==> config.mk <==
export PLATFORM = sky130hd
export DESIGN_NAME = rs232_rx_fifo
export DESIGN_NICKNAME = d
export VERILOG_FILES = /design/src/rtl/rs232_rx_fifo.sv
export SDC_FILE = /design/constraint.sdc
export NUM_CORES = 1
export LEC_CHECK = 0
export ABC_AREA = 1
export ABC_CLOCK_PERIOD_IN_PS = 2900
export CAP_MARGIN = 20
export CORE_AREA = 2 2 104 106
export CTS_BUF_LIST = sky130_fd_sc_hd__clkbuf_16
export DETAILED_ROUTE_END_ITERATION = 12
export DIE_AREA = 0 0 106 108
export PLACE_DENSITY = 0.85
export SETUP_SLACK_MARGIN = 0.2
export SLEW_MARGIN = 15
export SYNTH_ARGS = -nofsm -noshare
export SYNTH_HDL_FRONTEND = slang
export SYNTH_SLANG_ARGS = --single-unit
==> constraint.sdc <==
create_clock -name clock -period 2.9 [get_ports clock]
set_input_delay 0.58 -clock clock [delete_from_list [all_inputs] [get_ports clock]]
set_output_delay 0.58 -clock clock [all_outputs]
set_load 0.005 [all_outputs]
==> src/rtl/rs232_rx_fifo.sv <==
// Receive-side byte buffer behind the UART receiver: captures each character,
// releases the UART with a one-cycle readRX pulse, and queues it in a FWFT FIFO.
module rs232_rx_fifo #(
   parameter int DEPTH_LOG2 = 4
) (
   input  logic                  clock,
   input  logic                  reset,
   input  logic                  charReady,
   input  logic [7:0]            RXchar,
   output logic                  readRX,
   input  logic                  pop,
   output logic [7:0]            dout,
   output logic                  notEmpty,
   output logic [DEPTH_LOG2:0]   count,
   output logic                  overrun,
   input  logic                  clrOverrun
);

   localparam int DEPTH = 1 << DEPTH_LOG2;
   localparam logic [DEPTH_LOG2:0]   FULL_CNT = (DEPTH_LOG2+1)'(DEPTH);
   localparam logic [DEPTH_LOG2:0]   CNT_ONE  = 1;
   localparam logic [DEPTH_LOG2-1:0] PTR_ONE  = 1;

   typedef enum logic [1:0] {IDLE, ACK, WAIT} state_t;

   state_t                state, state_nx;
   logic [7:0]            mem [DEPTH];
   logic [DEPTH_LOG2-1:0] wptr, rptr;
   logic                  capture, full, do_pop, do_push, drop;

   assign full     = (count == FULL_CNT);
   assign notEmpty = (count != '0);
   assign dout     = mem[rptr];

   // A pop frees a slot on the same edge, so a full FIFO still accepts the push.
   assign do_pop  = pop && notEmpty;
   assign do_push = capture && (!full || do_pop);
   assign drop    = capture && full && !do_pop;

   always_comb begin
      state_nx = state;
      capture  = 1'b0;
      case (state)
         IDLE: if (charReady) begin
            state_nx = ACK;
            capture  = 1'b1;
         end
         ACK:     state_nx = WAIT;
         WAIT:    state_nx = IDLE;
         default: state_nx = IDLE;
      endcase
   end

   always_ff @(posedge clock or negedge reset) begin
      if (!reset) begin
         state  <= IDLE;
         readRX <= 1'b0;
      end else begin
         state  <= state_nx;
         readRX <= (state_nx == ACK);
      end
   end

   always_ff @(posedge clock or negedge reset) begin
      if (!reset) begin
         wptr    <= '0;
         rptr    <= '0;
         count   <= '0;
         overrun <= 1'b0;
      end else begin
         if (do_push) wptr <= wptr + PTR_ONE;
         if (do_pop)  rptr <= rptr + PTR_ONE;
         case ({do_push, do_pop})
            2'b10:   count <= count + CNT_ONE;
            2'b01:   count <= count - CNT_ONE;
            default: count <= count;
         endcase
         if (drop)            overrun <= 1'b1;
         else if (clrOverrun) overrun <= 1'b0;
      end
   end

   always_ff @(posedge clock) begin
      if (do_push) mem[wptr] <= RXchar;
   end

endmodule

# [After elaboration in Yosys (flattened, before gate mapping)]
# Memory sizes are Yosys's and may differ from the RTL's.
# Cells that the tools add are included.
[totals] mem_count=1 input_bits=13 latch_bits=0 reg_bits=17 rom_bits=0 ramBits=128 out_inout_bits=16
[mem_list] memory="mem" words=16 word_bits=8 read_ports=1 rd_ports_with_merged_regs=0 wr=1 line_no="27" rtl="logic [7:0] mem [DEPTH];"
[op_classes] n_mul=0 n_lt_le_gt_ge=0 div=0 eq_ne=5 n_addsub=4 mux=9 reduce_logical=11 n_bitwise=0 shifts=0
[ops] cell="case mux 5 bit (2 select lines)" count=1
[ops] cell="adder 4 x 1 -> 4 bit, second input constant" count=2
[ops] cell="== test 2 x 1 -> 1 bit, second input constant" count=3
[ops] cell="2-to-1 mux 1 bit" count=6
[ops] cell="adder 5 x 1 -> 5 bit, second input constant" count=1
[ops] cell="== test 5 bit, second input constant" count=1
[ops] cell="nonzero test 5 bit" count=1
[ops] cell="subtractor 5 x 1 -> 5 bit, second input constant" count=1
[ops] cell="logical AND 1 bit" count=4
[ops] cell="case mux 2 bit (2 select lines)" count=1
[ops] cell="nonzero test 2 bit" count=2
[ops] cell="== test 2 bit, second input constant" count=1
[ops] cell="zero test 1 bit" count=2
[ops] cell="zero test 2 bit" count=1
[ops] cell="2-to-1 mux 2 bit" count=1
[ops] cell="logical OR 1 bit" count=1

# [Longest topological paths before layout]
# Gate-level depths: netlist of run 1.
[logic_depth] depth_word=6 ltp_mapped=15

# [Least setup slack after synthesis of run 1]
# OpenSTA, ideal clock, no wires.
[synth_path] kind="input to register" startpoint="input port charReady" endpoint="memory mem[11][0] (enable)" arrival_time_ns=1.428 slack_ns=1.102 cell_stages=4 path_buffers=0 path_cell_list="nand2_2 nor2_4 nand2_1 nor2_1"
[synth_via] elab_chain_len=5
[synth_lines] item="start: declaration" line_no="8" rtl="input logic charReady,"
[synth_lines] item="2-to-1 mux 1 bit" line_no="44" rtl="IDLE: if (charReady) begin"
[synth_lines] item="2-to-1 mux 1 bit" line_no="43" rtl="case (state)"
[synth_lines] item="logical AND 1 bit" line_no="37" rtl="assign do_push = capture && (!full || do_pop);"
[synth_lines] item="2-to-1 mux 1 bit" line_no="84" rtl="if (do_push) mem[wptr] <= RXchar;"
[synth_lines] item="2-to-1 mux 1 bit (implied by the code)" line_no="84"
[synth_lines] item="end: declaration" line_no="27"
# No other way between the ends.

# [Worst setup path after layout of run 1]
[layout_path] startpoint="register rptr[0]" endpoint="output port dout[4]"
[layout_via] elab_chain_len=1
[layout_lines] item="start: declaration" line_no="28" rtl="logic [DEPTH_LOG2-1:0] wptr, rptr;"
[layout_lines] item="start signal: assignment" line_no="72" rtl="if (do_pop) rptr <= rptr + PTR_ONE;"
[layout_lines] item="memory read (16 x 8 bit)"
[layout_lines] item="end: declaration" line_no="12" rtl="output logic [7:0] dout,"
# No other way between the ends.

==> results of run 1 <==
==> cell type report <==
cell class | instances | area [um^2]
Sequential cell | 145 | 4272
Fill cell | 584 | 2811
Multi-Input combinational cell | 256 | 1589
Timing Repair Buffer | 64 | 718.2
Clock buffer | 17 | 425.4
Tap cell | 136 | 170.2
Clock inverter | 15 | 145.1
Inverter | 25 | 100.1
==> cell families (layout without fill, tap and decap cells) <==
| family | Yosys count | count (layout) | synth area share (%) |
|---|---|---|---|
| DFF | 145 | 145 | 70.91 |
| and+or+nand+nor | 139 | 139 | 10.33 |
| buffers and inverters | 47 | 121 | 3.346 |
| adders and majority gates | 7 | 7 | 1.455 |
| muxes | 26 | 26 | 4.323 |
| xor gates and xnor gates | 8 | 8 | 1.164 |
| AOI/OAI and AO/OA | 76 | 76 | 8.479 |
==> metrics by stage <==
stage / setup TNS (ns) / hold WS, ns / cell area (um^2) / setup slack (ns)
finish: 0 / 0.4249 / 7420 / 0.09195
global route: -0.005593 / 0.4532 / 7420 / -0.005593
CTS: 0 / 0.4302 / 7296 / 0.05994
detailed placement: 0 / 0.4228 / 6568 / 0.3901
global placement: 0 / 0.4120 / 6568 / 0.4456
floorplan: 0 / 0.2844 / 6021 / 1.102
==> placed cells by master, fill, tap and decap left out, types with 2 or more instances in the layout <==
master | synthesis | layout
edfxtp_1 | 128 | 128
nor2_1 | 64 | 61
nand2_1 | 42 | 41
o21ai_0 | 36 | 31
mux2i_1 | 26 | 26
buf_4 | 5 | 26
o221ai_1 | 26 | 25
inv_1 | 24 | 25
clkdlybuf4s50_1 | 0 | 21
nand3_1 | 18 | 18
clkbuf_16 | 0 | 18
dfrtp_1 | 17 | 15
o21ai_1 | 3 | 8
xor2_1 | 8 | 8
ha_1 | 7 | 7
dlymetal6s2s_1 | 0 | 6
buf_12 | 0 | 6
o211ai_1 | 5 | 5
nand2_2 | 4 | 5
clkinvlp_4 | 0 | 4
nand4_1 | 4 | 4
clkinv_1 | 1 | 3
nor2_2 | 0 | 3
o32ai_2 | 0 | 3
nor2_4 | 3 | 3
inv_6 | 0 | 3
o32ai_1 | 5 | 2
nand3_4 | 2 | 2
clkinv_4 | 0 | 2
bufinv_16 | 0 | 2
buf_16 | 0 | 2
dfrtp_2 | 0 | 2
==> power by group through the flow <==
stage	logic (uW)	clock network [uW]	registers (uW)
6_report	2850	2090	2680
5_1_grt	3040	2190	2690
4_1_cts	2640	2090	2670
3_5_place_dp	2310	0	2680
3_3_place_gp	2230	0	2670
2_1_floorplan	1490	0	2630
==> sequential cells by signal (all words and copies together) (netlist names) <==
register and count:
mem 128, count 5, rptr 4, wptr 4, state 2, overrun 1
readRX 1
==> what timing repair did <==
| item | 4_1_cts | 5_1_grt |
|---|---|---|
| resized for setup | 11 | 20 |
| setup endpoints to repair | 8 | 8 |
| cloned | 3 | 1 |
| hold endpoints to repair | 0 | 0 |
| buffers inserted | 3 | 7 |
| pin swaps | 5 | 11 |
==> worst paths after layout <==
check	endpoint	cells past startpoint	startpoint	slack, ns
setup / recovery	dout[4]	6	rptr[0]$_DFFE_PN0P_	0.09
hold / removal	state[1]$_DFF_PN0_	1	state[1]$_DFF_PN0_	0.42
setup reg to reg	count[4]$_DFFE_PN0P_	15	count[0]$_DFFE_PN0P_	1.01
hold reg to reg	state[1]$_DFF_PN0_	1	state[1]$_DFF_PN0_	0.42
max in group asynchronous	rptr[2]$_DFFE_PN0P_	1	reset	1.68
min in group asynchronous	rptr[1]$_DFFE_PN0P_	1	reset	0.65
==> routing by layer <==
| metal | vias to the layer above | GRT usage, % |
|---|---|---|
| met2 | 255 | 41.43 |
| met5 | - | 0 |
| met4 | 0 | 11.18 |
| met1 | 2010 | 35.78 |
| li1 | 1778 | - |
| met3 | 44 | 5.726 |
==> critical path, stage by stage (launching register included) <==
cell,delay (ns)
dfrtp_2,0.49
buf_12,0.20
o21ai_0,0.29
o32ai_1,0.12
o211ai_1,0.18
nand2_1,0.08
clkdlybuf4s50_1,0.45
==> impl_metrics.env, run 1 <==
export IMPL_start_util_pct=58.85
export IMPL_dp_hpwl_um=7851
export IMPL_p_total_uw=7618
export IMPL_grt_ovfl_total=0
export IMPL_synthDistinctLibCells=26
export IMPL_synthFlopType="edfxtp_1"
export IMPL_min_period_ns=2.808
export IMPL_crit_type="register to output port"
export IMPL_p_sw_uw=2617
export IMPL_status="completed"
export IMPL_cts_buffers=17
export IMPL_power_frac_comb_pct=37.4
export IMPL_power_leakage_uw=0.002799
export IMPL_worstPathArrival_ns=2.23
export IMPL_slew_violations=0
export IMPL_routed_top_layer="met4"
export IMPL_route_met2_wl_um=7038
export IMPL_cts_clk_slew_worst_paths_ns=0.06
export IMPL_vias=4087
export IMPL_seq_power_share_pct=35.2
export IMPL_ys_async_sr_fraction_pct=11.72
export IMPL_final_core_util_pct=72.52
export IMPL_cts_hold_buf=0
export IMPL_yosys_area_top_type="edfxtp_1"
export IMPL_viasPerCell=6.211
export IMPL_max_cap_violations=0
export IMPL_netlist_area_mm2=0.006021
export IMPL_clk_path_buf_depth=2
export IMPL_avgSynthCellArea_um2=13.44
export IMPL_synth_fp_nets=468
export IMPL_met3WireLength_um=1384
export IMPL_ios=29
export IMPL_grt_pass1_vias=3992
export IMPL_clock_sinks=145
export IMPL_p_int_uw=5002
export IMPL_grt_max_degree=35
export IMPL_yosysSeqAreaShare_pct=70.91
export IMPL_fmax_mhz=356.1
export IMPL_area_growth_pct=23.23
export IMPL_yosys_warnings=0
export IMPL_clockPowerShare_pct=27.4
export IMPL_hold_viol=0
export IMPL_drive_gt1_share_pct=16.48
export IMPL_setup_viol=0
export IMPL_yosysMostFrequentCell="edfxtp_1"
export IMPL_wl_per_cell_um=21.94
export IMPL_worstPathRequired_ns=2.32
export IMPL_timing_final_crit_share_pct=96.83
export IMPL_htree_levels=4
export IMPL_cts_root_buf="clkbuf_16"
export IMPL_drt_pass1_iter_count=5
export IMPL_cts_tree="done"
export IMPL_synth_edff_count=128
export IMPL_diodes=0
export IMPL_remaining_drc_errors=0
export IMPL_layout_nets=529
export IMPL_die_h_um=108
export IMPL_fin_worst_skew_ns=0.007063
export IMPL_numPortBuffers=28
export IMPL_die_w_um=106
export IMPL_dp_cells=612
export IMPL_synthTopCellsByArea="edfxtp_1, dfrtp_1, mux2i_1"
export IMPL_antenna_found_initial=0
export IMPL_syn_inst=448
export IMPL_relSlewSlack_pct=44.31
export IMPL_fin_cells=658
export IMPL_rsz0062_at_grt="true"
export IMPL_netlist_area_leader_share_pct=63.84
export IMPL_fp_coreArea_mm2=0.01023
export IMPL_ys_ff_latch=145
export IMPL_gp_congestion=0.9070
export IMPL_clk_latency_ns=0.41
export IMPL_hold_path_class="register to register"
export IMPL_switching_share_pct=34.35
export IMPL_wl_met1_um=5536
export IMPL_drt_wl_total_um=14440
export IMPL_die_area_mm2=0.01145
export IMPL_cp_max_fo=28
export IMPL_ant_nets=0
export IMPL_drt_iter0_markers=546
export IMPL_grt_pass1_wl_um=21980
export IMPL_p_per_area_mw_per_mm2=1027
export IMPL_grt_usage_pct=26.21
export IMPL_rows=37
export IMPL_worstSetupEndpointType="output port"
export IMPL_netlist_top_cells_count="edfxtp_1, nor2_1, nand2_1"
export IMPL_peakVddDrop_uv=448.6
export IMPL_start_kind="register"
export IMPL_tightest_slew_ns=0.8328
(Power assumes the default switching activity.)
==> run 2: changes to the inputs <==
ABC_CLOCK_PERIOD_IN_PS = unset   (was 2900)
SETUP_SLACK_MARGIN = 0.15   (was 0.2)
==> results of run 2 <==
Final layout, timing and power as in run 1 (identical DEF).
==> run 3: changes to the inputs <==
CTS_CLUSTER_DIAMETER = 60   (was unset)
==> results of run 3 <==
Final layout, timing and power as in run 1 (identical DEF).
